[config.mk]
export PLATFORM = sky130hd
export DESIGN_NAME = ahb_arbiter
export DESIGN_NICKNAME = d
export VERILOG_FILES = /design/src/rtl/ahb_pkg.sv /design/src/rtl/ahb_arb_pick.sv /design/src/rtl/ahb_arbiter.sv
export SDC_FILE = /design/constraint.sdc
export NUM_CORES = 1
export LEC_CHECK = 0
export ABC_CLOCK_PERIOD_IN_PS = 3150
export CAP_MARGIN = 0
export CELL_PAD_IN_SITES_DETAIL_PLACEMENT = 1
export CELL_PAD_IN_SITES_GLOBAL_PLACEMENT = 1
export CORE_ASPECT_RATIO = 0.9
export CORE_MARGIN = 4
export CORE_UTILIZATION = 38
export DETAILED_ROUTE_END_ITERATION = 6
export PLACE_DENSITY = 0.83
export SLEW_MARGIN = 20
export SYNTH_ARGS = -nofsm -noshare
export SYNTH_HDL_FRONTEND = slang
export SYNTH_HIERARCHICAL = 1
export SYNTH_SLANG_ARGS = --single-unit
[constraint.sdc]
create_clock -name HCLK -period 3.15 [get_ports HCLK]
set_clock_uncertainty 0.2 [all_clocks]
set_input_delay 0.63 -clock HCLK [delete_from_list [all_inputs] [get_ports HCLK]]
set_output_delay 0.63 -clock HCLK [all_outputs]
set_load 0.005 [all_outputs]
[src/rtl/ahb_pkg.sv]
// rtl/ahb_pkg.sv - shared AHB transfer/burst/response types and arbiter state for the bus arbiter
package ahb_pkg;

    typedef enum logic [1:0] {
        TRANS_IDLE   = 2'b00,
        TRANS_BUSY   = 2'b01,
        TRANS_NONSEQ = 2'b10,
        TRANS_SEQ    = 2'b11
    } transfer_t;

    typedef enum logic [2:0] {
        BURST_SINGLE = 3'b000,
        BURST_INCR   = 3'b001,
        BURST_WRAP4  = 3'b010,
        BURST_INCR4  = 3'b011,
        BURST_WRAP8  = 3'b100,
        BURST_INCR8  = 3'b101,
        BURST_WRAP16 = 3'b110,
        BURST_INCR16 = 3'b111
    } burst_in;

    typedef enum logic [1:0] {
        RESP_OKAY  = 2'b00,
        RESP_ERROR = 2'b01,
        RESP_RETRY = 2'b10,
        RESP_SPLIT = 2'b11
    } resp_t;

    typedef enum logic [1:0] {
        ARB_FREE   = 2'b00,
        ARB_BURST  = 2'b01,
        ARB_LOCKED = 2'b10
    } arb_state_t;

    // Undefined-length INCR counts as one beat: it may be interrupted at any beat.
    function automatic logic [4:0] burst_beats(burst_in b);
        case (b)
            BURST_WRAP4,  BURST_INCR4:  return 5'd4;
            BURST_WRAP8,  BURST_INCR8:  return 5'd8;
            BURST_WRAP16, BURST_INCR16: return 5'd16;
            default:                    return 5'd1;
        endcase
    endfunction

endpackage

[src/rtl/ahb_arb_pick.sv]
// rtl/ahb_arb_pick.sv - combinational priority picker; AHB_ARB_RR_EN selects round-robin from start_i, else lowest index wins
module ahb_arb_pick #(
    parameter int N  = 4,
    parameter int MW = 2
) (
    input  logic [N-1:0]  cand_i,
    input  logic [MW-1:0] start_i,
    output logic [N-1:0]  onehot_o,
    output logic          valid_o
);

    int best;

`ifdef AHB_ARB_RR_EN
    function automatic int prio(int i);
        return (i + N - int'(start_i)) % N;
    endfunction
`else
    logic unused_start;
    assign unused_start = ^start_i;

    function automatic int prio(int i);
        return i;
    endfunction
`endif

    // Smaller prio value wins; ties are impossible since prio is a permutation.
    always_comb begin
        best     = N;
        onehot_o = '0;
        for (int i = 0; i < N; i++) begin
            if (cand_i[i] && (prio(i) < best)) begin
                best        = prio(i);
                onehot_o    = '0;
                onehot_o[i] = 1'b1;
            end
        end
    end

    assign valid_o = |cand_i;

endmodule

[src/rtl/ahb_arbiter.sv]
// rtl/ahb_arbiter.sv - AHB bus arbiter (HGRANT/HMASTER/HMASTLOCK, split masking); AHB_ARB_RR_EN enables round-robin priority
module ahb_arbiter
    import ahb_pkg::*;
#(
    parameter  int NUM_MASTERS    = 4,
    parameter  int DEFAULT_MASTER = 0,
    localparam int MW             = (NUM_MASTERS > 1) ? $clog2(NUM_MASTERS) : 1
) (
    input  logic                   HCLK,
    input  logic                   HRESET,
    input  logic [NUM_MASTERS-1:0] HBUSREQ,
    input  logic [NUM_MASTERS-1:0] HLOCK,
    input  transfer_t              HTRANS,
    input  burst_in                HBURST,
    input  logic                   HREADY,
    input  resp_t                  HRESP,
    input  logic [NUM_MASTERS-1:0] HSPLIT,
    output logic [NUM_MASTERS-1:0] HGRANT,
    output logic [MW-1:0]          HMASTER,
    output logic                   HMASTLOCK,
    output logic [NUM_MASTERS-1:0] split_mask
);

    localparam logic [NUM_MASTERS-1:0] DEF_OH  = NUM_MASTERS'(1) << DEFAULT_MASTER;
    localparam logic [MW-1:0]          DEF_IDX = MW'(DEFAULT_MASTER);

    arb_state_t             state_q, state_d;
    logic [4:0]             rem_q, rem_d;
    logic [NUM_MASTERS-1:0] hgrant_q, hgrant_d;
    logic [MW-1:0]          hmaster_q, hmaster_d;
    logic                   hmastlock_q, hmastlock_d;
    logic [MW-1:0]          dmaster_q, dmaster_d;
    logic [NUM_MASTERS-1:0] split_q, split_d;
    logic [MW-1:0]          gidx;
    logic [MW-1:0]          rr_start;
    logic [NUM_MASTERS-1:0] req_oh, free_oh;
    logic                   req_valid, free_valid;

`ifdef AHB_ARB_RR_EN
    logic [MW-1:0] rr_ptr_q, rr_ptr_d;
    assign rr_start = rr_ptr_q;
`else
    assign rr_start = '0;
`endif

    ahb_arb_pick #(.N(NUM_MASTERS), .MW(MW)) u_pick_req (
        .cand_i   (HBUSREQ & ~split_q),
        .start_i  (rr_start),
        .onehot_o (req_oh),
        .valid_o  (req_valid)
    );

    // Fallback when nobody requests and the default master is split-masked.
    ahb_arb_pick #(.N(NUM_MASTERS), .MW(MW)) u_pick_free (
        .cand_i   (~split_q),
        .start_i  ('0),
        .onehot_o (free_oh),
        .valid_o  (free_valid)
    );

    always_comb begin
        gidx = hmaster_q;
        for (int i = 0; i < NUM_MASTERS; i++) begin
            if (hgrant_q[i]) gidx = MW'(i);
        end
    end

    always_comb begin
        state_d     = state_q;
        rem_d       = rem_q;
        hgrant_d    = hgrant_q;
        hmaster_d   = hmaster_q;
        hmastlock_d = hmastlock_q;
        dmaster_d   = dmaster_q;
        split_d     = split_q & ~HSPLIT;
`ifdef AHB_ARB_RR_EN
        rr_ptr_d    = rr_ptr_q;
`endif
        if (!HREADY) begin
            // First cycle of a two-cycle response: abandon the burst now, arbitrate next cycle.
            if (HRESP != RESP_OKAY) begin
                rem_d   = '0;
                state_d = ARB_FREE;
                if (HRESP == RESP_SPLIT) split_d[dmaster_q] = 1'b1;
            end
        end else begin
            case (HTRANS)
                TRANS_NONSEQ: rem_d = burst_beats(HBURST) - 5'd1;
                TRANS_SEQ:    rem_d = (rem_q != 5'd0) ? rem_q - 5'd1 : 5'd0;
                TRANS_BUSY:   rem_d = rem_q;
                default:      rem_d = '0;
            endcase

            if (HRESP != RESP_OKAY) begin
                rem_d   = '0;
                state_d = ARB_FREE;
            end else begin
                case (state_q)
                    ARB_FREE: begin
                        if (HLOCK[hmaster_q] && !split_q[hmaster_q]) state_d = ARB_LOCKED;
                        else if (rem_d > 5'd1)                       state_d = ARB_BURST;
                    end
                    ARB_BURST: begin
                        if (rem_d <= 5'd1) state_d = ARB_FREE;
                    end
                    ARB_LOCKED: begin
                        if (!HLOCK[hmaster_q] && (rem_d <= 5'd1)) state_d = ARB_FREE;
                    end
                    default: state_d = ARB_FREE;
                endcase
            end

            hmaster_d   = gidx;
            hmastlock_d = (|hgrant_q) & HLOCK[gidx];
            dmaster_d   = hmaster_q;

            if (state_d == ARB_FREE) begin
                if (req_valid) begin
                    hgrant_d = req_oh;
`ifdef AHB_ARB_RR_EN
                    // Advance on every grant to a requester so a re-granted owner also rotates away.
                    for (int i = 0; i < NUM_MASTERS; i++) begin
                        if (req_oh[i]) rr_ptr_d = MW'((i + 1) % NUM_MASTERS);
                    end
`endif
                end else if (!split_q[DEFAULT_MASTER]) begin
                    hgrant_d = DEF_OH;
                end else if (free_valid) begin
                    hgrant_d = free_oh;
                end else begin
                    hgrant_d = '0;
                end
            end
        end
    end

    always_ff @(posedge HCLK) begin
        if (HRESET) begin
            state_q     <= ARB_FREE;
            rem_q       <= '0;
            hgrant_q    <= DEF_OH;
            hmaster_q   <= DEF_IDX;
            hmastlock_q <= 1'b0;
            dmaster_q   <= DEF_IDX;
            split_q     <= '0;
`ifdef AHB_ARB_RR_EN
            rr_ptr_q    <= '0;
`endif
        end else begin
            state_q     <= state_d;
            rem_q       <= rem_d;
            hgrant_q    <= hgrant_d;
            hmaster_q   <= hmaster_d;
            hmastlock_q <= hmastlock_d;
            dmaster_q   <= dmaster_d;
            split_q     <= split_d;
`ifdef AHB_ARB_RR_EN
            rr_ptr_q    <= rr_ptr_d;
`endif
        end
    end

    assign HGRANT     = hgrant_q;
    assign HMASTER    = hmaster_q;
    assign HMASTLOCK  = hmastlock_q;
    assign split_mask = split_q;

endmodule

==> impl_results.md <==
* Status: finished, final reports clean
* CTS H-Tree Depth at 1
* Stage delay of the slowest cell on the critical path at 0.56 ns
* Combined area of all synthesized cells at 1320 sq um
* Final hold violations at 0
* Clock Tree Root: clkbuf_8
* Horiz. Die Dim at 70.1 um
* Number of buffers inserted for hold repair after clock tree synthesis at 0
* Number of global-route vias before repair at 1,483
* Warning count from the yosys run at 6
* Switching power at 168 uW
* Number of antenna violations at the first check in global routing at 0
* Max-cap check violation count at 0
* Buffers inserted by post-CTS timing repair at 0
* Required time of the critical path at 3.10 ns
* Initial core utilization at 39.4%
* Leak at 0.583 nW
* First-pass GRT wire length at 6.82 mm
* Relative contribution of sequential cells to total power at 45.4%
* Total routing usage reported by global routing at 18.7%
* Sum of net half-perimeters after detailed placement at 3.04 mm
* Post-Synthesis Mean Instance Area at 7.81 sq um
* Remaining number of nets flagged by the antenna check after routing at 0
* Most common library cell in the layout ignoring fill and taps: clkdlybuf4s50_1
* Biggest fanout along the worst timing path at 5
* Number of filler instances in the final layout at 419
* Total power draw at 618 uW
* Worst setup SP type: primary input
* Part of the power in combinational logic at 22.2%
* Synth Instances at 169
* Detailed-route via count at 1,379
* Worst-case headroom to the max-slew limit at 64.7%
* Critical path start-end classification: primary input to register
* Setup violation total in the final timing report at 0
* Number of optimization iterations in the first detailed-route pass at 4
* Final-report max-slew violation count at 0
* DIE AREA at 4480 sq um
* Maximum ir drop on the vdd rail at 146 uV
* Buffers & Inverters on Critical Path at 1
* Critical-path cell list: clkdlybuf4s50_1 -> nand2_1 -> o311ai_1 -> nand4_2 -> o31ai_4 -> mux2_4
* Commonest cells after routing, fill and taps aside: clkdlybuf4s50_1 (31), nor2_1 (23), dfxtp_1 (20)
* Largest net degree at the start of global routing at 21
* Final setup TNS at 0 ns
* Height of the die at 63.9 um
* WP data arrival at 2.66 ns
* Via density at 5.70
* Final Net Count at 222
* Post-cts sizing count at 0
* Highest clock frequency the design can meet at 0.369 GHz
* Average detailed-routed wire length per instance at 16.7 um
* Unrepaired setup endpoints after global routing: false
* Clock transition time at the flip-flop clock pins of the worst setup and hold paths at 0.08 ns
* Total congestion overflow at 0
* Cts bufs inserted at 3
* Tcrit/Tclk final at 86.0%
* CTS tree: done
* Net count after synthesis at 192
* Actual slew at the worst max-slew pin at 0.530 ns
* Shortest period the worst path allows at 2.71 ns
* CP top delay family: compound AO/OA/AOI/OAI gates
* Clock tree buffer depth at 2
* Iteration-0 DRC Markers at 115
* Clock sink total at 20
* Final wirelength at 4.03 mm
* IO Port Bufs at 31
* Post-route DRC violation count at 0
* Int Power at 451 uW
* I/O pin cnt at 33
* Layout Area Growth over Synthesis at 29.6%
* Dpl cell area at 1660 sq um
* Power Density at 362 nW/um^2
* Worst hold margin at 0.309 ns
* Relative contribution of the clock network to total power at 32.4%
* Number of placement rows at 20
* Weighted congestion at the end of routability-driven global placement at 0.879
* Core area at 3350 sq um
* Final std cell area, no fill at 1710 sq um
* Worst hold path type: register to register
* Cell with the largest stage delay on the worst path: clkdlybuf4s50_1
* Fraction of power spent switching nets at 27.1%
* Crit end category: register
* Clock insertion delay at the later pin of the skew report at 0.26 ns
* Share of cells above drive strength 1 at 8.59%
* Number of antenna diodes at 0
-- worst paths after layout --
check	startpoint	cells past startpoint	slack (ns)	endpoint
max	HTRANS[1]	6	0.44	HGRANT[1]
max reg2reg	rem_q[0]	7	0.78	HGRANT[1]
min reg2reg	state_q[0]	2	0.31	state_q[0]
min	state_q[0]	2	0.31	state_q[0]
-- stage by stage --
stage / std cells / setup slack (ns) / util, %
after floorplan: 169 / 0.845 / -
after global placement: 238 / 0.248 / 49.4
after detailed placement: 238 / 0.174 / 49.4
after CTS: 242 / 0.451 / 51.0
after global routing: 242 / 0.272 / 51.0
final: 242 / 0.441 / 51.0
-- layout make-up --
class | instances | area (sq um) | share of cell area (%)
Inverter | 12 | 45.0 | 2.63
Clock buffer | 4 | 55.1 | 3.22
Tap cell | 44 | 55.1 | 3.22
Multi-Input combinational cell | 129 | 830 | 48.5
Sequential cell | 20 | 400 | 23.4
Timing Repair Buffer | 33 | 325 | 19.0
-- power groups by stage --
stage | logic [mW] | clock network, mW | registers, mW
final | 0.137 | 0.200 | 0.281
after global routing | 0.151 | 0.212 | 0.283
after CTS | 0.138 | 0.202 | 0.281
after detailed placement | 0.136 | 0 | 0.286
after global placement | 0.131 | 0 | 0.285
after floorplan | 0.0793 | 0 | 0.280
-- metal layers --
metal	vias to the layer above	track usage [%]	part of all wire [%]	wire length [um]
li1	669	-	-	-
met3	2	2.04	3.7	151
met2	44	31.5	47	1910
met5	-	0	0	0
met4	0	5.74	0.40	16
met1	664	25.1	48	1950
-- tightest hold or removal path, delay by kind of cell (launching register included) --
family           cells  cell delay [ns]
AND/OR/NAND/NOR      1             0.07
flip-flops           1             0.34
AO/OA/AOI/OAI        1             0.06
-- sequential cells by signal (all words and copies together) (netlist names) --
signal,cells
rem_q,5
HMASTER,2
dmaster_q,2
state_q,2
split_mask,4
HGRANT,4
HMASTLOCK,1
No activity file was read; power rests on OpenSTA's default activity.
